$ cat src/rtl/bitstream_feeder_pkg.sv
// Shared constants and types for the arithmetic-decoder front end.
package bitstream_feeder_pkg;

  // Stream granularity and default input buffering for the feeder.
  localparam int unsigned BYTE_W        = 8;
  localparam int unsigned DEPTH_DEFAULT = 4;

  // Arithmetic decoder constants.
  localparam int unsigned RANGE_W      = 9;
  localparam int unsigned OFFSET_W     = 9;
  localparam int unsigned RANGE_INIT   = 510;
  localparam int unsigned RENORM_LIMIT = 256;

  typedef logic [BYTE_W-1:0] byte_t;

endpackage

$ cat src/rtl/byte_fifo.sv
// Byte FIFO: storage array, head/tail pointers and occupancy.
// Callers present push_i/pop_i already qualified against full/empty.
module byte_fifo
  import bitstream_feeder_pkg::*;
#(
  parameter int unsigned DEPTH = DEPTH_DEFAULT,
  localparam int unsigned PtrW = $clog2(DEPTH),
  localparam int unsigned LvlW = PtrW + 1
) (
  input  logic            clk,
  input  logic            reset,
  input  logic            clear_i,
  input  logic            push_i,
  input  logic            pop_i,
  input  byte_t           wdata_i,
  output byte_t           rdata_o,
  output logic [LvlW-1:0] level_o
);

  byte_t           mem_q [DEPTH];
  logic [PtrW-1:0] head_q, head_d;
  logic [PtrW-1:0] tail_q, tail_d;
  logic [LvlW-1:0] level_q, level_d;

  // Next-state for pointers and occupancy; clear dominates push and pop.
  always_comb begin
    head_d  = head_q;
    tail_d  = tail_q;
    level_d = level_q;
    if (clear_i) begin
      head_d  = '0;
      tail_d  = '0;
      level_d = '0;
    end else begin
      // DEPTH is a power of two, so pointer overflow is the modulo wrap.
      if (push_i) tail_d = tail_q + PtrW'(1);
      if (pop_i)  head_d = head_q + PtrW'(1);
      unique case ({push_i, pop_i})
        2'b10:   level_d = level_q + LvlW'(1);
        2'b01:   level_d = level_q - LvlW'(1);
        default: level_d = level_q;
      endcase
    end
  end

  // Pointer and occupancy registers.
  always_ff @(posedge clk or posedge reset) begin
    if (reset) begin
      head_q  <= '0;
      tail_q  <= '0;
      level_q <= '0;
    end else begin
      head_q  <= head_d;
      tail_q  <= tail_d;
      level_q <= level_d;
    end
  end

  // Storage has no reset; entries are only read once written.
  always_ff @(posedge clk) begin
    if (push_i && !clear_i) begin
      mem_q[tail_q] <= wdata_i;
    end
  end

  assign rdata_o = mem_q[head_q];
  assign level_o = level_q;

endmodule

$ cat src/rtl/bitstream_feeder.sv
// Feeds bitstream bytes to the arithmetic decoder through a small FIFO,
// flagging stalls, sticky underflow and counting consumed bytes.
module bitstream_feeder
  import bitstream_feeder_pkg::*;
#(
  parameter int unsigned DEPTH = DEPTH_DEFAULT,
  parameter int unsigned CNT_W = 16,
  localparam int unsigned LvlW = $clog2(DEPTH) + 1
) (
  input  logic             clk,
  input  logic             reset,
  input  logic             flush_i,
  input  logic             in_valid_i,
  input  byte_t            in_data_i,
  output logic             in_ready_o,
  input  logic             request_byte_i,
  output byte_t            data_o,
  output logic             data_valid_o,
  output logic             stall_o,
  output logic             underflow_o,
  output logic [CNT_W-1:0] bytes_consumed_o,
  output logic [LvlW-1:0]  level_o
);

  logic [LvlW-1:0]  level;
  byte_t            head_data;
  logic             push, pop;
  logic             underflow_q, underflow_d;
  logic [CNT_W-1:0] count_q, count_d;

  byte_fifo #(
    .DEPTH (DEPTH)
  ) u_byte_fifo (
    .clk     (clk),
    .reset   (reset),
    .clear_i (flush_i),
    .push_i  (push),
    .pop_i   (pop),
    .wdata_i (in_data_i),
    .rdata_o (head_data),
    .level_o (level)
  );

  // Handshake and presentation depend only on registered occupancy.
  always_comb begin
    in_ready_o   = (level != LvlW'(DEPTH));
    data_valid_o = (level != '0);
    data_o       = data_valid_o ? head_data : '0;
    stall_o      = request_byte_i && !data_valid_o;
    push         = in_valid_i && in_ready_o && !flush_i;
    pop          = request_byte_i && data_valid_o && !flush_i;
  end

  // Sticky underflow and wrapping consumed-byte count, both cleared by flush.
  always_comb begin
    underflow_d = underflow_q | stall_o;
    count_d     = pop ? count_q + CNT_W'(1) : count_q;
    if (flush_i) begin
      underflow_d = 1'b0;
      count_d     = '0;
    end
  end

  // Status registers.
  always_ff @(posedge clk or posedge reset) begin
    if (reset) begin
      underflow_q <= 1'b0;
      count_q     <= '0;
    end else begin
      underflow_q <= underflow_d;
      count_q     <= count_d;
    end
  end

  assign underflow_o      = underflow_q;
  assign bytes_consumed_o = count_q;
  assign level_o          = level;

endmodule
$ cat config.mk
export PLATFORM = sky130hd
export DESIGN_NAME = bitstream_feeder
export DESIGN_NICKNAME = d
export VERILOG_FILES = /design/src/rtl/bitstream_feeder_pkg.sv /design/src/rtl/byte_fifo.sv /design/src/rtl/bitstream_feeder.sv
export SDC_FILE = /design/constraint.sdc
export NUM_CORES = 1
export LEC_CHECK = 0
export CAP_MARGIN = 25
export CORE_ASPECT_RATIO = 0.8
export CORE_MARGIN = 5
export CORE_UTILIZATION = 49
export CTS_BUF_LIST = sky130_fd_sc_hd__clkbuf_4 sky130_fd_sc_hd__clkbuf_8
export DETAILED_ROUTE_END_ITERATION = 10
export GPL_TIMING_DRIVEN = 0
export PLACE_DENSITY = 0.85
export SYNTH_ARGS = -nofsm -noshare
export SYNTH_HDL_FRONTEND = slang
export SYNTH_SLANG_ARGS = --single-unit
$ cat constraint.sdc
create_clock -name clk -period 2.15 [get_ports clk]
set_clock_uncertainty 0.2 [all_clocks]
set_input_delay 0.215 -clock clk [delete_from_list [all_inputs] [get_ports clk]]
set_output_delay 0.215 -clock clk [all_outputs]
set_load 0.01 [all_outputs]
# After elaboration in Yosys (flattened, before gate mapping)
# Memories as Yosys holds them, arrays and structs flattened.
# Cells that the tools add are included.
# totals
regBits	24
latchBits	0
ram_bits	32
rom_bits	0
in_bits	13
output_inout_bits	31
elab_cells	39
memories	1
# op_classes
add_sub_neg	5
n_mul	0
div_mod_pow	0
magnitude_cmp	0
eq_ne	3
shift	0
mux	12
n_bitwise	1
n_reduce_logical	12
# mem_list
name	depth	word_bits	read_ports	rd_ports_with_merged_regs	write_ports	line	rtl
u_byte_fifo.mem_q	4	8	1	0	1	byte_fifo.sv:20	byte_t mem_q [DEPTH];
# op_table
op	count
16-bit two-way mux	2
16-bit by 1-bit adder with 16-bit output (second input constant)	1
2-bit two-way mux	4
8-bit two-way mux	1
1-bit logical AND	6
3-bit case mux with 2 select lines	1
3-bit nonzero test	2
2-bit by 1-bit adder with 2-bit output (second input constant)	2
2-bit nonzero test	2
3-bit by 1-bit adder with 3-bit output (second input constant)	1
1-bit two-way mux	3
3-bit two-way mux	1
3-bit != test (second input constant)	1
3-bit by 1-bit subtractor with 3-bit output (second input constant)	1
2-bit by 1-bit equality test with 1-bit output (second input constant)	1
2-bit equality test (second input constant)	1
1-bit logical NOT	2
1-bit bitwise OR	1

# Longest topological paths before layout
# depth
depth_word	6
depth_mapped	9
depth_no_buf	8

# Cells and area by module
# A second synthesis with hierarchy kept.
# unflattened
cells_unflattened	192
area_unflattened_um2	2567.5
# modules_own_cells
mod	instances	cells_each	area_each_um2	seq_area_each_um2
byte_fifo	1	84	1607.8	1136.1
bitstream_feeder	1	108	959.7	425.4

# Worst setup path before layout
# Ideal clock, no wire load.
# synth_timing
path_type	register -> register
from	register u_byte_fifo.level_q[0], in the netlist u_byte_fifo.level_o[0]
to	register u_byte_fifo.level_q[2], in the netlist u_byte_fifo.level_o[2]
setup_ns	0.133
t_arrival_ns	1.944
required_ns	1.817
path_slack_ns	-0.127
stages_incl_launch_ff	9
n_path_buf	1
period_less_slack_ns	2.277
path_cell_list	dfrtp_1 o31a_1 clkbuf_1 nand2_1 nor2_1 fa_1 a211oi_1 o21ai_0 nor3b_1
# synth_between
elab_chain_len	6
elab_cells_between_ends	13
classes_between	2 x add/sub; 3 x eq/ne; 2 x mux; 6 x reduce/logical
# synth_rtl
item	line	rtl
start: declaration	byte_fifo.sv:23	logic [LvlW-1:0] level_q, level_d;
start signal: assignment	byte_fifo.sv:55	level_q <= level_d;
3-bit != test or 3-bit nonzero test (tied branches)	bitstream_feeder.sv:46, bitstream_feeder.sv:47	
1-bit logical AND, on equally long branches (2 in series)	bitstream_feeder.sv:50, bitstream_feeder.sv:51	
2-bit by 1-bit equality test with 1-bit output or 2-bit equality test (tied branches)	byte_fifo.sv:38	unique case ({push_i, pop_i})
3-bit case mux with 2 select lines	byte_fifo.sv:38	
3-bit two-way mux	byte_fifo.sv:30	if (clear_i) begin
# Parallel ways exist; a longest one is shown, timed or not.
# A chain may end at the register's enable or synchronous reset.

# Worst setup path after layout
# layout_timing
from	register u_byte_fifo.level_q[2], in the netlist u_byte_fifo.level_o[2]
to	register u_byte_fifo.level_q[2], in the netlist u_byte_fifo.level_o[2]
# Same word-level chain as after synthesis.

==> summary.md <==
| Metric | Value |
|---|---|
| Setup ws final | `-0.0284 ns` |
| Global-route wire length before repair | `around 9 mm` |
| Routed vias | `approximately 1800` |
| Crit path capture type | `flop` |
| Fin. Hold Viols | `0` |
| DR WL/cell | `approximately 18 µm` |
| Clk pwr share | `0.161` |
| WP data arrival | `approximately 2.2 ns` |
| Psw | `around 0.0012 W` |
| Antenna viol nets, final | `0` |
| RSZ-0062 raised after global routing | `yes` |
| Die width | `~90 µm` |
| Max Cap Viol | `0` |
| Crit-path slowest cell | `dfrtp_2` |
| CP Max Fanout | `6` |
| CP Cell Sequence | `o31a_1 > nand2_4 > nor2_4 > fa_2 > a211oi_4 > o21ai_2 > nor3b_2` |
| Initial antenna violation count | `0` |
| Failing checks | `setup timing` |
| Yosys warns | `0` |
| DRT Wirelength | `just under 6 mm` |
| R2R setup slack | `-0.03 ns` |
| Routability cong. | `approximately 0.73` |
| Hold WC Path Type | `input port to flop` |
| Starting density of the core | `0.504` |
| Cell leakage power | `~1.3 nW` |
| Tot Pwr | `~0.0036 W` |
| TritonRoute pass-1 iters | `4` |
| I/O pin count | `44` |
| Layout Cells excl Fill | `~330` |
| Sequential power share | `0.366` |
| Max_slew headroom | `0.372` |
| GR Overflow Total | `0` |
| Synth cell count leaders | `edfxtp_1 (32), dfrtp_1 (24), nor2_1 (17)` |
| Gr usage total | `0.171` |
| DRC | `0` |
| Num Clock Sinks | `56` |
| Dpl cells | `between 200 and 300` |
| Count leader, synth | `edfxtp_1` |
| Core area | `5010 µm²` |
| Delay of the slowest cell on the worst path | `approximately 0.46 ns` |
| Yosys reg bits | `56` |
| Layout cells sized above 1 | `0.308` |
| Period utilization | `1.01` |
| Post-Syn Instances | `190` |
| Crit path required time | `2.14 ns` |
| Count of pins over their slew limit | `0` |
| Vias in the first global route | `approximately 1800` |
| Nets | `about 280` |
| Syn Area/Cell | `between 10 and 15 µm²` |
| Sequential fraction of the synthesis area | `0.619` |
| Setup slack after placement | `-0.353 ns` |
| EDFF count, synth | `32` |
| Worst-Skew Late Latency | `roughly 0.32 ns` |
| Top cells by area, synth | `edfxtp_1 (38%), dfrtp_1 (24%), mux4_2 (7.1%)` |
| Vias/cell | `5.45` |
| Asr flop ratio synth | `0.429` |
| CP top delay family | `compound AO/OA/AOI/OAI gates` |
| Comb pwr share | `0.473` |
| Pin count of the biggest net entering global routing | `25` |
| Synth Flop Type | `edfxtp_1` |
| Synth top area share | `0.381` |
| R2r endpoint | `u_byte_fifo.level_o[2]` |
| Worst-path clk slew | `0.10 ns` |
| Sw Ratio | `0.323` |
| Die Y | `approximately 74 µm` |
| DP HPWL | `around 3.5 mm` |
| Hold path endpoint | `bytes_consumed_o[14]` |
| Synth unique cells | `37` |
| CTS root buffer | `clkbuf_8` |
| Worst Path Buf+Inv | `0` |
| DRT iter0 DRCs | `around 90` |
| Syn_nets | `between 200 and 250` |
| Internal power | `~0.0025 W` |
| Final-report setup violation count | `1` |
| Hold Path Stages | `2` |
| Port buffer count | `42` |
| Syn Std Cell Area | `2520 µm²` |
| Startpoint Class | `flop` |
| Cell accounting for the most synthesized area | `edfxtp_1` |
| Area growth from synthesis to layout | `36.6%` |
| Die area | `between 6000 and 7000 µm²` |
| FMAX | `approximately 460 MHz` |
| Worst slew pin tran | `0.941 ns` |
| Final hold slack | `about 0.1 ns` |
| CTS tree | `done` |
| Hold-fix buffers at CTS | `0` |
| H-tree lvl count | `2` |
| Power Dens Cells | `1050 nW/µm²` |
| Status | `finished with violations` |
| Clock buffer depth | `2` |
| Tmin final | `around 2.2 ns` |
| Critical path class | `flop to flop` |
| ANT cells | `0` |
| FP Rows | `23` |
| FF-to-FF Start | `u_byte_fifo.level_o[2]` |
| R2R depth | `7` |
| Fin Setup TNS | `-0.0284 ns` |
| Hold Crit Start | `flush_i` |
| Instance count on the critical path | `7` |
| TritonCTS buffer count | `5` |
| Maximum vdd drop | `~800 µV` |
## worst register-to-register path, stage by stage, from the launching register on
cell      delay (ns)
dfrtp_2         0.46
o31a_1          0.38
nand2_4         0.11
nor2_4          0.04
fa_2            0.41
a211oi_4        0.25
o21ai_2         0.07
nor3b_2         0.15
## cell usage in the layout, fill, tap and decap left out, types with 2 or more instances in the layout
cell	n
a21oi_1	7
xnor2_1	4
nand2_1	8
dfrtp_1	19
clkbuf_8	6
buf_4	18
ha_1	5
nor3_4	2
and2_1	3
edfxtp_1	32
nand2b_1	2
and4_1	2
nor2_1	16
buf_2	9
and3_1	2
mux4_2	8
o21ai_0	4
clkdlybuf4s50_1	31
inv_1	5
dfrtp_2	5
xor2_1	9
nand3_1	6
nand4_1	4
clkbuf_1	3
nor2b_1	8
nand2_4	2
or3_1	5
buf_6	7
and2_2	3
## flip-flops by register name (all words and copies together), names as in the netlist
register / cells
bytes_consumed_o: 16
u_byte_fifo.head_q: 2
u_byte_fifo.level_o: 3
u_byte_fifo.mem_q: 32
u_byte_fifo.tail_q: 2
underflow_o: 1
## final cells by class
class | instances | area [µm²]
buffer | 5 | 30.0
multi-input combinational | 119 | 995
tap | 62 | 77.6
sequential | 56 | 1570
timing repair buffer | 70 | 666
fill | 344 | 1560
clock buffer | 5 | 68.8
inverter | 5 | 18.8
clock inverter | 3 | 22.5
## power by group through the flow
| stage | registers (W) | clock network, W | logic, W |
|---|---|---|---|
| final | 0.00133 | 0.000583 | 0.00172 |
| after global routing | 0.00134 | 0.000643 | 0.00184 |
| after CTS | 0.00132 | 0.000584 | 0.00139 |
| after detailed placement | 0.00135 | 0 | 0.00112 |
| after global placement | 0.00134 | 0 | 0.00108 |
| after floorplan | 0.00134 | 0 | 0.000628 |
## metal layers
layer	routed length, µm	part of all wire	global-route usage	up-vias
li1	-	-	-	823
met1	2340	0.40	0.215	881
met2	3040	0.52	0.296	54
met3	280	0.048	0.0334	12
met4	157	0.027	0.0760	0
met5	0	0	0	-
## worst max path at each step
stage,slack [ns],start,endpoint
2_1_floorplan,-0.01,u_byte_fifo.level_o[2],u_byte_fifo.level_o[2]
3_3_place_gp,-0.28,u_byte_fifo.level_o[0],stall_o
3_5_place_dp,-0.35,u_byte_fifo.level_o[0],stall_o
4_1_cts,-0.06,u_byte_fifo.level_o[0],u_byte_fifo.level_o[2]
5_1_grt,-0.1,u_byte_fifo.level_o[2],u_byte_fifo.level_o[2]
6_report,-0.03,u_byte_fifo.level_o[2],u_byte_fifo.level_o[2]
## per-stage QoR
step	utilization	instance area [µm²]
after floorplan	-	2550
after global placement	0.609	3050
after detailed placement	0.609	3050
after CTS	0.658	3300
after global routing	0.688	3450
final	0.688	3450
## repair_timing
item / in CTS / in global routing
cloned: 1 / 1
buffers inserted: 16 / 11
setup endpoints to repair: 13 / 46
pin swaps: 7 / 10
resized for setup: 49 / 30
## logic make-up (layout without fill, tap and decap cells)
logic type,Yosys count,in the layout,share of synthesized area
adder cells (fa/ha/maj),6,6,0.0327
multiplexers,10,10,0.0799
AO/OA/AOI/OAI,18,18,0.0432
buffers and inverters,15,88,0.0238
flip-flops,56,56,0.619
AND/OR/NAND/NOR,72,72,0.156
XOR/XNOR,13,13,0.0451
Note: power is estimated with default switching activity, not from simulation.
